`src/rtl/dcache_writeback_unit.sv`:
```
// dcache_writeback_unit: drains one evicted data-cache block to memory.
// Each word of the victim block is read from the data array, stored to
// memory one word at a time, and the status is then rewritten clean.
// Blocks that are invalid or clean finish with no memory traffic.
//
// Store handshake: a store transfers on a cycle where mem_store_o and
// mem_ready_i are both 1. While mem_store_o=1 and mem_ready_i=0, the
// outputs mem_address_o, mem_data_o and mem_last_o hold their values.
package dcache_writeback_pkg;
  typedef struct packed {
    logic valid;
    logic dirty;
  } status_packet_t;

  typedef struct packed {
    logic valid;
    logic dirty;
    logic tag;
    logic data;
  } data_enable_t;
endpackage

module dcache_writeback_unit
  import dcache_writeback_pkg::*;
#(
  parameter int ADDR_WIDTH  = 32,
  parameter int DATA_WIDTH  = 32,
  parameter int BLOCK_WORDS = 4,
  parameter int INDEX_BITS  = 8
) (
  input  logic                          clk_i,
  input  logic                          rst_i,
  input  logic                          evict_i,
  input  status_packet_t                evict_status_i,
  input  logic [ADDR_WIDTH-1:0]         evict_address_i,
  input  logic [INDEX_BITS-1:0]         evict_index_i,
  input  logic                          evict_invalidate_i,
  output logic                          evict_ready_o,
  output data_enable_t                  cache_enable_o,
  output logic                          cache_write_o,
  output logic [INDEX_BITS-1:0]         cache_index_o,
  output logic [$clog2(BLOCK_WORDS)-1:0] cache_word_o,
  output status_packet_t                cache_status_o,
  input  logic [DATA_WIDTH-1:0]         cache_data_i,
  output logic                          mem_store_o,
  output logic [ADDR_WIDTH-1:0]         mem_address_o,
  output logic [DATA_WIDTH-1:0]         mem_data_o,
  output logic                          mem_last_o,
  input  logic                          mem_ready_i,
  output logic                          done_o
);

  localparam int WORD_BYTES = DATA_WIDTH / 8;
  localparam int OFF_BITS   = $clog2(BLOCK_WORDS * WORD_BYTES);
  localparam int CNT_BITS   = $clog2(BLOCK_WORDS);
  localparam logic [CNT_BITS-1:0] LAST_WORD = CNT_BITS'(BLOCK_WORDS - 1);

  typedef enum logic [2:0] {
    IDLE  = 3'd0,
    FETCH = 3'd1,
    LATCH = 3'd2,
    SEND  = 3'd3,
    CLEAN = 3'd4
  } state_t;

  state_t                  state;
  state_t                  state_next;
  logic [ADDR_WIDTH-1:0]   blk_addr;
  logic [INDEX_BITS-1:0]   index_q;
  logic                    inv_q;
  logic                    need_wb;
  logic [CNT_BITS-1:0]     count;
  logic [DATA_WIDTH-1:0]   buffer;

  // State register plus captured request fields, word counter and data buffer.
  always_ff @(posedge clk_i or posedge rst_i) begin
    if (rst_i) begin
      state    <= IDLE;
      blk_addr <= '0;
      index_q  <= '0;
      inv_q    <= 1'b0;
      need_wb  <= 1'b0;
      count    <= '0;
      buffer   <= '0;
    end else begin
      state <= state_next;
      case (state)
        IDLE: begin
          if (evict_i) begin
            blk_addr <= {evict_address_i[ADDR_WIDTH-1:OFF_BITS], {OFF_BITS{1'b0}}};
            index_q  <= evict_index_i;
            inv_q    <= evict_invalidate_i;
            need_wb  <= evict_status_i.valid & evict_status_i.dirty;
            count    <= '0;
          end
        end
        LATCH: buffer <= cache_data_i;
        SEND: begin
          if (mem_ready_i && (count != LAST_WORD)) begin
            count <= count + CNT_BITS'(1);
          end
        end
        default: ;
      endcase
    end
  end

  // Next-state and output decode; every output defaults to 0.
  always_comb begin
    state_next     = state;
    evict_ready_o  = 1'b0;
    cache_enable_o = '0;
    cache_write_o  = 1'b0;
    cache_index_o  = '0;
    cache_word_o   = '0;
    cache_status_o = '0;
    mem_store_o    = 1'b0;
    mem_address_o  = '0;
    mem_data_o     = '0;
    mem_last_o     = 1'b0;
    done_o         = 1'b0;
    case (state)
      IDLE: begin
        evict_ready_o = 1'b1;
        if (evict_i) begin
          state_next = (evict_status_i.valid & evict_status_i.dirty) ? FETCH : CLEAN;
        end
      end
      FETCH: begin
        cache_enable_o.data = 1'b1;
        cache_index_o       = index_q;
        cache_word_o        = count;
        state_next          = LATCH;
      end
      LATCH: state_next = SEND;
      SEND: begin
        mem_store_o   = 1'b1;
        mem_address_o = blk_addr + ADDR_WIDTH'(count) * ADDR_WIDTH'(WORD_BYTES);
        mem_data_o    = buffer;
        mem_last_o    = (count == LAST_WORD);
        if (mem_ready_i) begin
          state_next = (count == LAST_WORD) ? CLEAN : FETCH;
        end
      end
      CLEAN: begin
        done_o     = 1'b1;
        state_next = IDLE;
        if (need_wb) begin
          cache_enable_o.valid = 1'b1;
          cache_enable_o.dirty = 1'b1;
          cache_write_o        = 1'b1;
          cache_index_o        = index_q;
          cache_status_o.valid = ~inv_q;
          cache_status_o.dirty = 1'b0;
        end
      end
      default: state_next = IDLE;
    endcase
  end

endmodule

```
`config.mk`:
```
export PLATFORM = sky130hd
export DESIGN_NAME = dcache_writeback_unit
export DESIGN_NICKNAME = d
export VERILOG_FILES = /design/src/rtl/dcache_writeback_unit.sv
export SDC_FILE = /design/constraint.sdc
export NUM_CORES = 1
export LEC_CHECK = 0
export CORE_ASPECT_RATIO = 1.5
export CORE_MARGIN = 1
export CORE_UTILIZATION = 38
export CTS_CLUSTER_DIAMETER = 50
export DETAILED_ROUTE_END_ITERATION = 8
export PLACE_DENSITY = 0.81
export SLEW_MARGIN = 0
export SYNTH_ARGS = -nofsm -noshare
export SYNTH_HDL_FRONTEND = slang
export SYNTH_SLANG_ARGS = --single-unit
```
`constraint.sdc`:
```
create_clock -name clk_i -period 2.1 [get_ports clk_i]
set_input_delay 0.21 -clock clk_i [delete_from_list [all_inputs] [get_ports clk_i]]
set_output_delay 0.21 -clock clk_i [all_outputs]
set_load 0.05 [all_outputs]
```
==> summary.md <==
| Metric | Value |
|---|---|
| Status | `complete, no violations` |
| Root buffer cell | `clkbuf_16` |
| Clk pin slew, worst setup/hold paths | `about 60 ps` |
| Critical setup path kind | `reg2out` |
| WL final | `8788 µm` |
| Total grt overflow | `0` |
| Post-synthesis cell type count | `35` |
| PortBufs | `between 150 and 200` |
| Cell count after synthesis | `276` |
| I/O pin count | `between 150 and 200` |
| Area of the die | `between 9000 and 10000 µm²` |
| Post-synth EDFFs | `0` |
| DRC | `0` |
| Total power | `10810 µW` |
| Worst path cell trace | `nand2b_1, a21oi_2, buf_4, and2_1, buf_12` |
| Worst EP required | `~1900 ps` |
| Post-synth ARST share | `between 90% and 100%` |
| Seq cells post-synth | `75` |
| Die span in x | `81.04 µm` |
| Initial drt markers | `49` |
| NumNets Final | `510` |
| Worst-path cell with the longest stage delay | `dfrtp_2` |
| DRT antenna net count | `0` |
| Synth Warn # | `0` |
| Antenna cells | `0` |
| Worst min path class | `in2async` |
| Crit path max-delay family | `flip-flops` |
| Flop-to-flop setup slack | `around 370 ps` |
| CTS tree | `yes` |
| Area Growth Syn to Fin | `74.98%` |
| Max FO, Critical Path | `12` |
| WP buf/inv | `2` |
| 1st-pass router iterations | `4` |
| Initial antenna violation count | `0` |
| # rows | `42` |
| Worst vdd ir | `0.001060 V` |
| RSZ-0062 raised after global routing | `true` |
| Avg Cell Area, Syn | `12.90 µm²` |
| Crit path time final | `2030 ps` |
| R2R cell count | `4` |
| Post-DP HPWL | `6392 µm` |
| Netlist Area Pre-Place | `around 3600 µm²` |
| Worst path max stage delay | `490 ps` |
| Nature of the critical path endpoint | `output pin` |
| Final worst slack | `70.30 ps` |
| Htree depth | `3` |
| Layout fillers | `617` |
| Clock skew | `7.243 ps` |
| Layout cells sized above 1 | `~41%` |
| Vias in the first global route | `about 2900` |
| Worst setup SP type | `flop` |
| Vias/cell | `4.864` |
| Static leakage | `about 0.0026 µW` |
| R2R Path End | `blk_addr[19]$_DFFE_PP0P_` |
| Max-cap violation count | `0` |
| Tot GR Track Use | `19.39%` |
| Placed cell area | `~5900 µm²` |
| Top_reg_cell synth | `dfrtp_1` |
| Drt wl/cell | `16.12 µm` |
| Sink Count | `75` |
| Total CTS buffers | `9` |
| Die Y | `120.6 µm` |
| Pre-CTS setup slack | `298.7 ps` |
| Design area | `approximately 6200 µm²` |
| Initial Util | `39.63%` |
| Final Hold Fails | `0` |
| Worst Path Arrival | `between 1500 and 2000 ps` |
| Setup-failing EPs final | `0` |
| Core Box Area | `8986 µm²` |
| CTS Buffer Depth | `2` |
| Clk_lat worst skew | `around 330 ps` |
| Gpl congestion | `0.8116` |
| Post-synthesis sequential area ratio | `52.71%` |
| Fin. max-slew vios | `0` |
| Worst r2r src | `state[2]$_DFFE_PP0P_` |
| Fmax | `492.7 MHz` |
| Fin crit share | `96.65%` |
| PD cells | `1734 nW/µm²` |
| Via count | `2651` |
| Post-CTS Hold Buffers | `0` |
| First-pass GRT wire length | `14040 µm` |
| Largest net degree at the start of global routing | `76` |
-- metal layers --
metal  vias up  GRT usage, %  routed length, µm
li1       1219             -                  -
met4         0         9.263                262
met5         -             0                  0
met2       121         34.30               4786
met1      1291         20.31               3205
met3        20         5.887                533
-- cell usage after synthesis (2+ instances only) --
cell	instances	area (µm²)
nor2_1	2	7.510
a21oi_1	2	10.01
clkbuf_2	3	15.01
mux2_2	58	653.1
buf_6	2	22.52
buf_2	3	15.01
nor3_1	4	20.02
nor3_4	2	32.53
buf_4	12	90.09
dfrtp_1	75	1877
mux2_4	10	150.1
inv_1	5	18.77
nor2b_1	2	12.51
and2_1	72	450.4
nand2_1	2	7.510
nand2b_1	2	12.51
clkbuf_1	2	7.510
-- placed cells by master (no fill, tap or decap), types with 2 or more instances in the layout --
cell / synthesis / routed
buf_12: 1 / 78
dfrtp_1: 75 / 72
buf_4: 12 / 11
inv_1: 5 / 4
nor3_4: 2 / 2
dfrtp_2: 0 / 3
clkbuf_1: 2 / 4
mux2_4: 10 / 10
clkdlybuf4s50_1: 0 / 74
and2_1: 72 / 72
conb_1: 1 / 4
nor3_1: 4 / 4
nand2b_1: 2 / 2
clkbuf_16: 0 / 9
mux2_2: 58 / 58
nand2_1: 2 / 2
-- power breakdown --
| group | leakage (µW) | internal, µW | switching, µW | total, µW |
|---|---|---|---|---|
| sequential | 0.000883 | 2210 | 420 | 2630 |
| combinational | 0.00160 | 3330 | 3340 | 6670 |
| clock | 0.000141 | 952 | 558 | 1510 |
-- tightest hold or removal path: cells and delay by family --
family,cells,cell delay [ps]
buf+inv,3,870
-- worst max-delay path by stage --
stage                                     from                to  slack [ps]  cells after the start
after floorplan           state[2]$_DFFE_PP0P_   cache_word_o[1]          40                      3
final                     state[2]$_DFFE_PP0P_  cache_index_o[3]          70                      5
after CTS                 state[2]$_DFFE_PP0P_  cache_index_o[3]          20                      5
after detailed placement  state[2]$_DFFE_PP0P_  cache_index_o[3]         300                      5
after global placement    state[2]$_DFFE_PP0P_  cache_index_o[5]         330                      5
after global routing      state[2]$_DFFE_PP0P_  cache_index_o[3]         -30                      5
-- stage by stage --
stage               hold slack [ps]  setup TNS, ps  utilization, %  std cells
floorplan                     344.7              0               -        279
global route                  370.7         -28.64           69.34        545
global placement              463.9              0           66.04        529
detailed placement            487.7              0           66.04        529
finish                        344.4              0           69.34        545
CTS                           351.5              0           69.30        545
-- state kept, by name, indices dropped and copies added (netlist names) --
register  cells
blk_addr     28
buffer       32
count         2
index_q       8
inv_q         1
need_wb       1
state         3
-- cell families (layout without fill, tap and decap cells) --
| kind of cell | after synthesis | count (layout) | synth area share, % |
|---|---|---|---|
| adder cells (fa/ha/maj) | 1 | 1 | 0.3513 |
| AND/OR/NAND/NOR | 92 | 92 | 16.48 |
| AO/OA/AOI/OAI | 9 | 9 | 1.898 |
| other | 1 | 4 | 0.1053 |
| multiplexers | 70 | 70 | 23.16 |
| buffers and inverters | 28 | 184 | 5.306 |
| flip-flops | 75 | 75 | 52.71 |
-- final cells by class --
cell class	instances	area [µm²]	area share [%]
timing repair buffer	163	2385	38.27
clock inverter	2	35.03	0.5622
multi-input combinational	176	1516	24.34
tap	110	137.6	2.209
inverter	5	22.52	0.3614
sequential	75	1881	30.18
clock buffer	14	254.0	4.076
-- repair_timing --
| item | CTS | global route |
|---|---|---|
| setup buffers | 0 | 0 |
| gates resized for setup | 1 | 3 |
| pin swaps | 0 | 0 |
| setup endpoints to repair | 5 | 67 |
(Power assumes the default switching activity.)
